<file path="src/rtl/button_reader.sv">
// Two-flop synchroniser, debounce FSM and press-length timer for one raw pushbutton.
// Define BTN_LONG_PRESS_EN to enable long_pulse; otherwise it is held at 0.
module button_reader #(
  parameter int unsigned DEBOUNCE_CYCLES = 12000,
  parameter int unsigned LONG_CYCLES     = 12000000,
  parameter int unsigned DUR_W           = 24
) (
  input  logic             clk,
  input  logic             rst_n,
  input  logic             btn_in,
  output logic             btn_level,
  output logic             press_pulse,
  output logic             release_pulse,
  output logic             long_pulse,
  output logic [DUR_W-1:0] press_len,
  output logic             press_len_valid
);

  localparam int unsigned DB_W = $clog2(DEBOUNCE_CYCLES);
  localparam logic [DB_W-1:0] DB_MAX = DB_W'(DEBOUNCE_CYCLES - 1);

  if (DEBOUNCE_CYCLES < 2 || LONG_CYCLES < 1) begin : g_param_err
    $error("button_reader: DEBOUNCE_CYCLES must be >= 2 and LONG_CYCLES >= 1");
  end

  typedef enum logic [1:0] {IDLE, PRESS_DB, HELD, REL_DB} state_t;

  state_t            state_q, state_d;
  logic              s1_q, btn_s_q;
  logic [DB_W-1:0]   db_cnt_q, db_cnt_d;
  logic [DUR_W-1:0]  dur_q, dur_d, dur_inc;
  logic [DUR_W-1:0]  len_q, len_d;
  logic              level_q, level_d;
  logic              press_q, press_d;
  logic              rel_q, rel_d;

  assign dur_inc = (dur_q == '1) ? dur_q : dur_q + 1'b1;

  always_comb begin
    state_d  = state_q;
    db_cnt_d = db_cnt_q;
    dur_d    = dur_q;
    len_d    = len_q;
    level_d  = level_q;
    press_d  = 1'b0;
    rel_d    = 1'b0;
    case (state_q)
      IDLE: begin
        if (btn_s_q) begin
          state_d  = PRESS_DB;
          db_cnt_d = '0;
        end
      end
      PRESS_DB: begin
        if (!btn_s_q) begin
          state_d = IDLE;
        end else if (db_cnt_q == DB_MAX) begin
          state_d = HELD;
          press_d = 1'b1;
          level_d = 1'b1;
          dur_d   = '0;
        end else begin
          db_cnt_d = db_cnt_q + 1'b1;
        end
      end
      HELD: begin
        dur_d = dur_inc;
        if (!btn_s_q) begin
          state_d  = REL_DB;
          db_cnt_d = '0;
        end
      end
      REL_DB: begin
        dur_d = dur_inc;
        if (btn_s_q) begin
          state_d = HELD;
        end else if (db_cnt_q == DB_MAX) begin
          // Latch the post-increment count so press_len spans HELD entry to REL_DB exit.
          state_d = IDLE;
          rel_d   = 1'b1;
          level_d = 1'b0;
          len_d   = dur_inc;
        end else begin
          db_cnt_d = db_cnt_q + 1'b1;
        end
      end
      default: state_d = IDLE;
    endcase
  end

  always_ff @(posedge clk or negedge rst_n) begin
    if (!rst_n) begin
      s1_q     <= 1'b0;
      btn_s_q  <= 1'b0;
      state_q  <= IDLE;
      db_cnt_q <= '0;
      dur_q    <= '0;
      len_q    <= '0;
      level_q  <= 1'b0;
      press_q  <= 1'b0;
      rel_q    <= 1'b0;
    end else begin
      s1_q     <= btn_in;
      btn_s_q  <= s1_q;
      state_q  <= state_d;
      db_cnt_q <= db_cnt_d;
      dur_q    <= dur_d;
      len_q    <= len_d;
      level_q  <= level_d;
      press_q  <= press_d;
      rel_q    <= rel_d;
    end
  end

`ifdef BTN_LONG_PRESS_EN
  localparam logic [DUR_W-1:0] LONG_M1 = DUR_W'(LONG_CYCLES - 1);

  logic long_q, long_d;

  // dur only changes while timing a press (or resets on HELD entry), so a
  // changed value hitting the threshold happens exactly once per press.
  assign long_d = (dur_d == LONG_M1) && (press_d || (dur_d != dur_q));

  always_ff @(posedge clk or negedge rst_n) begin
    if (!rst_n) long_q <= 1'b0;
    else        long_q <= long_d;
  end

  assign long_pulse = long_q;
`else
  assign long_pulse = 1'b0;
`endif

  assign btn_level       = level_q;
  assign press_pulse     = press_q;
  assign release_pulse   = rel_q;
  assign press_len_valid = rel_q;
  assign press_len       = len_q;

endmodule
</file>
<file path="config.mk">
export PLATFORM = sky130hd
export DESIGN_NAME = button_reader
export DESIGN_NICKNAME = d
export VERILOG_FILES = /design/src/rtl/button_reader.sv
export SDC_FILE = /design/constraint.sdc
export NUM_CORES = 1
export LEC_CHECK = 0
export BUFFER_PORTS_ARGS = -buffer_cell sky130_fd_sc_hd__buf_2
export CAP_MARGIN = 20
export CORE_ASPECT_RATIO = 1.2
export CORE_UTILIZATION = 45
export DETAILED_ROUTE_END_ITERATION = 7
export GPL_ROUTABILITY_DRIVEN = 0
export MAX_ROUTING_LAYER = met4
export SETUP_SLACK_MARGIN = 0.15
export SLEW_MARGIN = 30
export SYNTH_ARGS = -nofsm -noshare
export SYNTH_HDL_FRONTEND = slang
export SYNTH_SLANG_ARGS = --single-unit
</file>
<file path="constraint.sdc">
create_clock -name clk -period 2.5 [get_ports clk]
set_clock_uncertainty 0.1 [all_clocks]
set_input_delay 0.125 -clock clk [delete_from_list [all_inputs] [get_ports clk]]
set_output_delay 0.125 -clock clk [all_outputs]
set_load 0.01 [all_outputs]
</file>
After elaboration in Yosys (flattened, before gate mapping)
Cells that the tools add are included.

operators by class
  bitwise operators = 1
  equality and inequality tests = 13
  reduce and logical (&&, ||, !) cells = 9
  add/subtract/negate cells = 2
  mux-type cells = 27

operators with widths
  operator                                        number
  2-to-1 mux 24 bit                               3
  2-to-1 mux 14 bit                               5
  case mux 14 bit (4 select lines)                1
  case mux 24 bit (2 select lines)                1
  adder 24 x 1 -> 24 bit (second input constant)  1
  == test 24 bit (second input constant)          1
  adder 14 x 1 -> 14 bit (second input constant)  1
  == test 14 bit (second input constant)          1
  2-to-1 mux 2 bit                                6
  != test 2 bit (second input constant)           6
  2-to-1 mux 1 bit                                9
  case mux 2 bit (4 select lines)                 1
  AND reduction 4 bit                             2
  != test 3 bit (second input constant)           2
  AND reduction 3 bit                             2
  AND reduction 5 bit                             1
  == test 2 bit (second input constant)           2
  nonzero test 2 bit                              2
  == test 2 x 1 -> 1 bit (second input constant)  1
  zero test 2 bit                                 1
  case mux 1 bit (2 select lines)                 1
  OR reduction 2 bit                              1
  NOT 1 bit                                       1

storage, ports and cells
  register bits after elaboration = 69
  output and inout port bits = 29
  bits of input ports = 3
  word-level logic and storage cells = 61

Longest topological paths before layout
Gate-level depths: netlist of run 1.

  depth in word-level cells = 4
  depth in mapped cells = 8
  gate-level depth less buffers = 7

Least setup slack after synthesis of run 1
No wires, ideal clock.

  path type = register -> register
  start point = register db_cnt_q[0]
  end point = register len_q[23], in the netlist press_len[23]
  arrival = 1.879 ns
  required time = 2.275 ns
  library setup time = 0.125 ns
  period minus slack after synthesis = 2.103 ns
  slack = 0.397 ns
  buffers on the path = 2
  stages on the path, launching flop included = 9
  path through = dfrtp_1 -> ha_1 -> and4_1 -> buf_2 -> nand4b_2 -> or3_1 -> buf_2 -> inv_2 -> mux2_2

between the ends
  word-level cells in the longest chain between the ends = 2

RTL lines
  item                           line  text
  start: declaration             30    logic [DB_W-1:0] db_cnt_q, db_cnt_d;
  start signal: assignment       106   db_cnt_q <= db_cnt_d;
  == test 14 bit                 77    end else if (db_cnt_q == DB_MAX) begin
  AND reduction 3 bit (no line)  n/a
  end signal: assignment         108   len_q <= len_d;
  end: declaration               32    logic [DUR_W-1:0] len_q, len_d;

Every way passes these cells.
A chain may end at the register's enable or synchronous reset.

Final worst setup path of run 1
  start point = register db_cnt_q[0]
  end point = register len_q[4], in the netlist press_len[4]

The elaborated chain is that of the path after synthesis.

==> summary.md, run 1 <==
| Metric | Value |
|---|---|
| CTS HTree Levels | 3 |
| Share of flip-flops with an asynchronous set or reset | 1.00 |
| Diode count | 0 |
| ANT nets after route | 0 |
| Via density | 5.44 |
| Final-report hold violation count | 0 |
| Syn Nets | roughly 340 |
| CP max FO | 7 |
| Initial core utilization | 0.463 |
| Final period utilization | 0.885 |
| Die H | 96.5 microns |
| RSZ-0062 raised after global routing | no |
| Power per Cell Area | 519 nW/um^2 |
| Gr usage total | 0.217 |
| FF-to-FF Start | db_cnt_q[0] |
| Number of global-route vias before repair | 2496 |
| Worst EP required | between 2 and 3 ns |
| Largest net degree at the start of global routing | 40 |
| Final Non-Filler Cells | 462 |
| Setup TNS | 0 ns |
| Peak supply drop | ~0.38 mV |
| TritonRoute pass-1 iters | 4 |
| Initial antenna violation count | 0 |
| Register-to-register setup slack | about 0.29 ns |
| Placement Rows | 34 |
| Total clock sinks | 69 |
| Final Max Tran Viols | 0 |
| CTS root buf | clkbuf_8 |
| Setup Viol. Count Final | 0 |
| Max Cap Viol | 0 |
| Yosys warns | 0 |
| Gr ovfl total | 0 |
| DRT Wirelength | 7210 microns |
| Cell area after synthesis | 3350 sq um |
| First-pass GRT wire length | about 12000 microns |
| Worst slew margin | 0.532 |
| Number of fill cells | around 700 |
| Final #Nets | 375 |
| P&R area growth vs syn | 14.6% |
| Core area | 7230 sq um |
| Seq/Total Area, Yosys | 0.515 |
| Clock period minus worst slack | roughly 2.2 ns |
| Residual DRC | 0 |
| Overall via count from detail_route | 2514 |
| Worst Setup End Kind | flop |
| Ratio of cells with drive above 1 in the final layout | 0.194 |
| Lkg Pwr | around 1.8 nW |
| CTS clock-pin slew for the worst setup and hold paths | 0.07 ns |
| Die W | ~81 microns |
| Number of synthesized flops with an enable pin | 0 |
| DP HPWL | around 5100 microns |
| First DRT Iteration DRCs | 106 |
| Hold path cells | 0 |
| Worst setup SP type | flop |
| Synth Instances | 330 |
| I/O Buffers | 30 |
| Hold Crit Start | s1_q |
| Clk buf depth | 2 |
| Inserted Clock Buffers | 9 |
| Post-placement cell area | roughly 3600 sq um |
| Reg-to-Reg End | press_len[4] |
| Placed cells | 447 |
| # IOs | 32 |
| Worst Path Arrival | 2.34 ns |
| Skew-Pair Late Insertion Delay | 0.34 ns |
| WL/cell | 15.6 microns |
| Die area | 7800 sq um |
| Synthesis-stage register bit count | 69 |
| Worst min path class | reg2reg |
| Critical path class | reg2reg |
| Post-route cell area | 3840 sq um |
| Hold path endpoint | btn_s_q |
| Cells on worst reg2reg path | 6 |
| Library cells used by synthesis | 46 |
| Avg Cell Area, Syn | 10.2 sq um |
| CTS tree | built |
| Status | complete, no violations |
| Predominant post-synthesis flop cell | dfrtp_1 |
| Fmax | 452 MHz |
| Worst-Margin Slew | between 0.7 and 0.8 ns |
-- through the flow --
| step | hold WS [ns] | util | worst slack [ns] | power, W |
|---|---|---|---|---|
| after CTS | 0.253 | 0.531 | 0.252 | 0.00202 |
| after global placement | 0.111 | 0.504 | 0.335 | 0.00120 |
| final | 0.250 | 0.531 | 0.287 | 0.00199 |
| after floorplan | -0.271 | - | 0.397 | 0.00117 |
| after global routing | 0.261 | 0.531 | 0.150 | 0.00208 |
| after detailed placement | 0.125 | 0.504 | 0.261 | 0.00121 |
-- cells by family (layout without fill, tap and decap cells) --
group,after synthesis,count (layout),synth area share
and+or+nand+nor,127,127,0.204
DFF,69,69,0.515
AOI/OAI and AO/OA,68,68,0.124
xor gates and xnor gates,33,33,0.0863
buffers and inverters,20,62,0.0276
muxes,10,10,0.0336
adders and majority gates,2,2,0.00747
other,1,1,0.00112
-- sequential cells by signal, summed over array words and instances (netlist names), named ones only --
signal           cells
btn_s_q              1
state_q              1
press_pulse          1
press_len_valid      1
press_len           24
db_cnt_q            14
dur_q               24
s1_q                 1
btn_level            1
-- what timing repair did --
item / in CTS / in global routing
resized for setup: 0 / 1
hold buffers: 2 / 0
setup endpoints to repair: 0 / 8
buffers inserted: 0 / 0
endpoints found under the hold margin: 31 / 0
-- worst max-delay path, stage by stage (launching register included) --
cell and delay, ns:
dfrtp_1 0.38, ha_1 0.20, and4_2 0.32, nand4b_2 0.21, or3_1 0.43, inv_2 0.13
mux2_2 0.34
-- layout by cell type, fill, tap and decap left out, drive strengths merged, types with 3 or more instances in the layout --
master,count
clkbuf,12
a31oi,3
xnor2,12
inv,3
and4,5
buf,43
xor2,21
a22o,6
a211oi,8
a21oi,4
mux2i,3
dfrtp,69
nand3,14
and3,9
nand2,52
and2,5
nor2,16
nand4,14
mux2,7
o21ai,37
-- metal layers --
| layer | global-route usage | vias up | routed length, microns |
|---|---|---|---|
| li1 | - | 1247 | - |
| met1 | 0.258 | 1218 | 3260 |
| met2 | 0.351 | 40 | 3640 |
| met3 | 0.0488 | 9 | 193 |
| met4 | 0.0967 | 0 | 121 |
| met5 | - | - | 0 |
-- power by group --
| part | switching (W) | internal (W) |
|---|---|---|
| combinational | 0.0000348 | 0.0000145 |
| clock | 0.000384 | 0.000425 |
| sequential | 0.00000923 | 0.00113 |
| total | 0.000428 | 0.00156 |
-- worst max-delay path by stage --
stage                start             to  slack (ns)
2_1_floorplan  db_cnt_q[0]  press_len[23]        0.40
6_report       db_cnt_q[0]   press_len[4]        0.29
3_3_place_gp   db_cnt_q[0]   press_len[3]        0.34
4_1_cts        db_cnt_q[0]   press_len[4]        0.25
3_5_place_dp   db_cnt_q[0]   press_len[3]        0.26
5_1_grt        db_cnt_q[0]   press_len[9]        0.15
-- synthesized netlist by cell type (2+ instances only) --
master / number / area share
dfrtp_1: 69 / 0.52
nand2_1: 51 / 0.057
o21ai_0: 37 / 0.055
xor2_1: 21 / 0.055
nor2_1: 16 / 0.018
nand3_1: 14 / 0.021
nand4_1: 13 / 0.024
xnor2_1: 12 / 0.031
and3_1: 9 / 0.017
a211oi_1: 8 / 0.018
clkbuf_1: 8 / 0.0090
a22o_1: 6 / 0.016
mux2_2: 6 / 0.020
and2_1: 5 / 0.0093
and4_1: 5 / 0.013
a21oi_1: 4 / 0.0060
buf_2: 4 / 0.0060
a31oi_1: 3 / 0.0056
buf_4: 3 / 0.0067
mux2i_1: 3 / 0.0090
ha_1: 2 / 0.0075
inv_1: 2 / 0.0022
nor2b_1: 2 / 0.0037
nor3_1: 2 / 0.0030
o2111ai_1: 2 / 0.0052
o211ai_1: 2 / 0.0045
o31ai_1: 2 / 0.0045
-- final cells by class --
| class | instances | area (sq um) | area share |
|---|---|---|---|
| repair buffers | 45 | 280 | 0.0730 |
| clock inverters | 1 | 7.51 | 0.00196 |
| multi-input cells | 241 | 1530 | 0.399 |
| well taps | 90 | 113 | 0.0293 |
| flip-flops and latches | 69 | 1730 | 0.450 |
| inverters | 4 | 15.0 | 0.00391 |
| clock buffers | 12 | 165 | 0.0430 |
Power figures use the tool's default switching activity.
==> inputs of run 2 (changes only) <==
- CORE_ASPECT_RATIO: 1.2 -> 0.75
- clock period: 2.5 -> 2.84 ns (I/O delays scaled with it)
==> summary.md, run 2 (synthesized netlist as in run 1, its figures left out) <==
| Metric | Value |
|---|---|
| GRT busiest layer | met2 |
| Post-CTS Resized | 0 (unchanged) |
| Status | complete, no violations |
| Residual DRC | 0 (unchanged) |
| Cts hold-fix bufs | 2 (unchanged) |
| Seq. cell area | 1730 sq um (unchanged) |
| Worst slew margin | 0.559 (+0.0271) |
| Post-route cell area | 3840 sq um (+0.13%) |
| Number of fill cells | 644 (-7.5%) |
| Worst-Margin Slew | 0.660 ns (-0.0420 ns) |
| Final-report hold violation count | 0 (unchanged) |
| Via density | 5.44 (about the same) |
| Power per Cell Area | 502 nW/um^2 (-3.2%) |
| RSZ-0062 raised after global routing | no |
| Worst EP required | 2.95 ns (+0.32 ns) |
| Post-CTS setup buffer count | 0 (unchanged) |
| Worst path buffer plus inverter count | 1 (unchanged) |
| Lkg Pwr | 1.83 nW (-0.61%) |
| Ratio of cells with drive above 1 in the final layout | 0.184 (-0.00927) |
| Switching share of power | 0.224 (+0.00897) |
| Worst Setup End Kind | flop |
| Psw | 0.000432 W (+0.95%) |
| First-pass GRT wire length | 12400 microns (+2.9%) |
| Final Max Tran Viols | 0 (unchanged) |
| Highest-count cells in the layout ignoring fill and taps | dfrtp_1 (69), nand2_1 (51), o21ai_0 (37) |
| CTS clock-pin slew for the worst setup and hold paths | 0.08 ns (about the same) |
| Gr ovfl total | 0 (unchanged) |
| Critical path class | reg2reg |
| Final #Nets | 369 (-1.6%) |
| Worst setup SP type | flop |
| Placement Rows | 26 (-24%) |
| Met3 Usage GRT | 0.0638 (+0.0150) |
| Number of global-route vias before repair | 2524 (+1.1%) |
| Die H | 76.7 microns (-21%) |
| DRT Wirelength | 6950 microns (-3.6%) |
| Worst min path class | reg2reg |
| Setup TNS | 0 ns (unchanged) |
| Worst Path Arrival | 2.40 ns (+0.06 ns) |
| Global routing usage on met2 | 0.303 (-0.0483) |
| M1 GR Usage | 0.301 (+0.0431) |
| First DRT Iteration DRCs | 109 (+2.8%) |
| CP top delay family | simple AND/OR/NAND/NOR gates |
| Final period utilization | 0.803 (-0.0819) |
| Reg power frac | 0.517 (-0.052) |
| Combinational share of power | 0.021 (-0.004) |
| Setup Viol. Count Final | 0 (unchanged) |
| I/O Buffers | 30 (unchanged) |
| Most common cell after layout, fill and taps aside | dfrtp_1 |
| WL/cell | 14.9 microns (-4.6%) |
| ANT nets after route | 0 (unchanged) |
| Gr usage total | 0.214 (-0.00224) |
| Initial core utilization | 0.479 (+0.0157) |
| # IOs | 32 (unchanged) |
| Post-placement cell area | 3600 sq um (-1.3%) |
| Clock period minus worst slack | 2.28 ns (+0.0682 ns) |
| Total clock sinks | 69 (unchanged) |
| CTS root buf | clkbuf_8 |
| Largest net degree at the start of global routing | 70 (+75%) |
| Die area | 7800 sq um (about the same) |
| Max Cap Viol | 0 (unchanged) |
| TritonRoute pass-1 iters | 4 (unchanged) |
| Core area | 6990 sq um (-3.3%) |
| Peak supply drop | 0.250 mV (-34%) |
| Internal | 0.00150 W (-4.2%) |
| Most frequent CP cell | nand4_1 |
| CP Cell Sequence | ha_1 > nand4_1 > nor4_4 > buf_4 > nand4_1 > xor2_1 > o21ai_0 |
| Multi-input combinational cell area | 1530 sq um (about the same) |
| Die W | 102 microns (+26%) |
| Max incr delay on CP | 0.44 ns (about the same) |
| CTS HTree Levels | 3 (unchanged) |
| DP HPWL | 4720 microns (-6.9%) |
| Max stage delay cell, worst path | nor4_4 |
| Diode count | 0 (unchanged) |
| CTS tree | built |
| Skew-Pair Late Insertion Delay | 0.35 ns (about the same) |
| Overall via count from detail_route | 2541 (+1.1%) |
| P&R area growth vs syn | 14.7% |
| Inserted Clock Buffers | 9 (unchanged) |
| Initial antenna violation count | 0 (unchanged) |
| CP max FO | 10 (+3) |
| Clk buf depth | 2 (unchanged) |
| Fmax | 438 MHz (-3.0%) |
| Clock Power Share | 0.462 (+0.056) |
[run 2: changes by cell type in the layout (fill, tap and decap cells not counted), sizes merged]
cell	change
buf	-6
bufinv	+2
clkbuf	-3
clkinv	+3
inv	+1
[run 2: worst paths after layout]
| path | startpoint | end | slack [ns] | cells after the start |
|---|---|---|---|---|
| worst min-delay path | s1_q | btn_s_q | 0.25 | 0 |
| max in group asynchronous | rst_n | db_cnt_q[9] | 1.88 | 3 |
| worst max-delay path | dur_q[0] | press_len[18] | 0.56 | 7 |
| worst min register to register | s1_q | btn_s_q | 0.25 | 0 |
| worst max register to register | dur_q[0] | press_len[18] | 0.56 | 7 |
| min in group asynchronous | rst_n | press_len[20] | 0.33 | 3 |
[run 2: final cells by class]
type | instances | share of cell area
Sequential cell | 69 | 0.449
Clock inverter | 7 | 0.0257
Inverter | 4 | 0.00390
Clock buffer | 9 | 0.0322
Timing Repair Buffer | 39 | 0.0589
Tap cell | 98 | 0.0319
Multi-Input combinational cell | 241 | 0.398
[run 2: worst register-to-register path, cell delays in order (launching register included)]
cell     delay (ns)
dfrtp_1        0.41
ha_1           0.25
nand4_1        0.23
nor4_4         0.44
buf_4          0.25
nand4_1        0.13
xor2_1         0.23
o21ai_0        0.13
[run 2: routing by layer]
metal,share of wire,up-vias
li1,-,1244
met1,0.50,1237
met2,0.44,52
met3,0.045,8
met4,0.012,0
met5,0,-
[run 2: power by group through the flow]
| stage | Sequential (W) | Combinational [W] | Clock [W] |
|---|---|---|---|
| after floorplan | 0.00102 | 0.0000156 | 0 |
| after global placement | 0.00102 | 0.0000395 | 0 |
| after detailed placement | 0.00102 | 0.0000399 | 0 |
| after CTS | 0.000997 | 0.0000421 | 0.000920 |
| after global routing | 0.000999 | 0.0000493 | 0.000969 |
| final | 0.000997 | 0.0000408 | 0.000892 |
[run 2: per-stage QoR]
| stage | utilization | std cells | worst slack, ns | total power, W | hold WS [ns] |
|---|---|---|---|---|---|
| floorplan | - | 330 | 0.737 | 0.00103 | -0.254 |
| global placement | 0.514 | 449 | 0.601 | 0.00106 | 0.152 |
| CTS | 0.549 | 467 | 0.569 | 0.00196 | 0.254 |
| global route | 0.550 | 467 | 0.351 | 0.00202 | 0.263 |
| detailed placement | 0.514 | 449 | 0.580 | 0.00106 | 0.152 |
| finish | 0.550 | 467 | 0.559 | 0.00193 | 0.252 |
==> inputs of run 3 (changes only) <==
- clock period: 2.84 -> 2.35 ns (I/O delays scaled with it)
==> summary.md, run 3 (synthesized netlist as in run 1, its figures left out) <==
| Metric | Value |
|---|---|
| Placement Rows | 26 (unchanged) |
| Clk buf depth | 2 (unchanged) |
| Total clock sinks | 69 (unchanged) |
| Largest net degree at the start of global routing | 70 (unchanged) |
| Inserted Clock Buffers | 9 (unchanged) |
| CTS root buf | clkbuf_8 |
| GRT busiest layer | met1 |
| Fmax | 474 MHz (+8.2%) |
| Overall via count from detail_route | 2520 (-0.83%) |
| Via density | 5.28 (-2.9%) |
| Diode count | 0 (unchanged) |
| Gr ovfl total | 0 (unchanged) |
| DP HPWL | 4790 microns (+1.5%) |
| Die W | 102 microns (unchanged) |
| Critical path class | reg2reg |
| Ratio of cells with drive above 1 in the final layout | 0.219 (+0.0347) |
| First DRT Iteration DRCs | 118 (+8.3%) |
| Clock period minus worst slack | 2.11 ns (-0.173 ns) |
| Post-route cell area | 3920 sq um (+1.8%) |
| Worst EP required | 2.48 ns (-0.47 ns) |
| Skew-Pair Late Insertion Delay | 0.34 ns (about the same) |
| Final #Nets | 381 (+3.3%) |
| Die H | 76.7 microns (unchanged) |
| First-pass GRT wire length | 11800 microns (-5.1%) |
| Initial core utilization | 0.479 (unchanged) |
| RSZ-0062 raised after global routing | yes |
| Most common cell after layout, fill and taps aside | dfrtp_1 |
| Die area | 7800 sq um (unchanged) |
| Worst Setup End Kind | flop |
| Initial antenna violation count | 0 (unchanged) |
| Final period utilization | 0.897 (+0.0939) |
| Status | complete, no violations |
| I/O Buffers | 30 (unchanged) |
| CTS tree | built |
| TritonRoute pass-1 iters | 4 (unchanged) |
| P&R area growth vs syn | 16.8% |
| Lkg Pwr | 1.86 nW (+2.0%) |
| Gr usage total | 0.202 (-0.0126) |
| CTS clock-pin slew for the worst setup and hold paths | 0.07 ns (about the same) |
| Final-report hold violation count | 0 (unchanged) |
| Power per Cell Area | 534 nW/um^2 (+6.4%) |
| Setup Viol. Count Final | 0 (unchanged) |
| Met3 Usage GRT | 0.0501 (-0.0137) |
| DRT Wirelength | 6900 microns (-0.73%) |
| Final Max Tran Viols | 0 (unchanged) |
| ANT nets after route | 0 (unchanged) |
| Worst min path class | in2async |
| Core area | 6990 sq um (unchanged) |
| Highest-count cells in the layout ignoring fill and taps | dfrtp_1 (66), nand2_1 (51), o21ai_0 (35) |
| CP max FO | 7 (-3) |
| CTS HTree Levels | 3 (unchanged) |
| Worst setup SP type | flop |
| Peak supply drop | 0.304 mV (+22%) |
| WL/cell | 14.5 microns (-2.8%) |
| Number of global-route vias before repair | 2406 (-4.7%) |
| Setup TNS | 0 ns (unchanged) |
| Global routing usage on met2 | 0.274 (-0.0284) |
| # IOs | 32 (unchanged) |
| Post-placement cell area | 3660 sq um (+1.8%) |
| M1 GR Usage | 0.294 (-0.00723) |
| Max Cap Viol | 0 (unchanged) |
| Residual DRC | 0 (unchanged) |
| Worst Path Arrival | 2.24 ns (-0.16 ns) |
-- run 3: worst paths after layout --
kind / endpoint / slack, ns / startpoint / cells after the start
setup / recovery: press_len[2] / 0.24 / dur_q[0] / 7
hold / removal: press_len[20] / 0.24 / rst_n / 3
setup reg to reg: press_len[2] / 0.24 / dur_q[0] / 7
hold reg to reg: btn_s_q / 0.25 / s1_q / 0
max in group asynchronous: dur_q[1] / 1.61 / rst_n / 3
min in group clk: btn_s_q / 0.25 / s1_q / 0
-- run 3: power breakdown --
group           total, W  leakage, nW  switching (W)  internal, W
clock network   0.000832       0.0881       0.000407     0.000425
logic          0.0000532        0.823      0.0000365    0.0000166
registers        0.00121        0.950     0.00000932      0.00120
-- run 3: metal layers --
layer,part of all wire,up-vias
li1,-,1270
met1,0.53,1198
met2,0.43,42
met3,0.033,10
met4,0.014,0
met5,0,-
-- run 3: worst max-delay path, cell delays in order (launching register included) --
cell      delay, ns
dfrtp_2        0.41
ha_4           0.15
nand4_1        0.19
nor4_4         0.41
buf_4          0.21
a21boi_1       0.09
xor2_1         0.16
mux2_2         0.27
-- run 3: per-stage QoR --
stage	util	cells	power (W)	hold WS, ns	setup slack, ns
2_1_floorplan	-	330	0.00125	-0.278	0.247
3_3_place_gp	0.524	456	0.00128	0.0706	0.214
3_5_place_dp	0.524	456	0.00128	0.0668	0.125
4_1_cts	0.550	472	0.00212	0.242	0.177
5_1_grt	0.560	477	0.00218	0.268	0.114
6_report	0.560	477	0.00209	0.236	0.242
-- run 3: layout make-up --
type                    count  area [sq um]
fillers                   645          3080
repair buffers             51           325
flip-flops and latches     69          1730
well taps                  98           123
multi-input cells         241          1560
inverters                   4          15.0
clock buffers              12           155
clock inverters             2          10.0
-- run 3: what timing repair did --
action / 4_1_cts / 5_1_grt
gates cloned: 0 / 0
hold buffers: 2 / 0
resized for setup: 0 / 10
pin swaps: 1 / 4
endpoints found under the setup margin: 2 / 17
buffers inserted: 0 / 5
hold endpoints to repair: 70 / 0
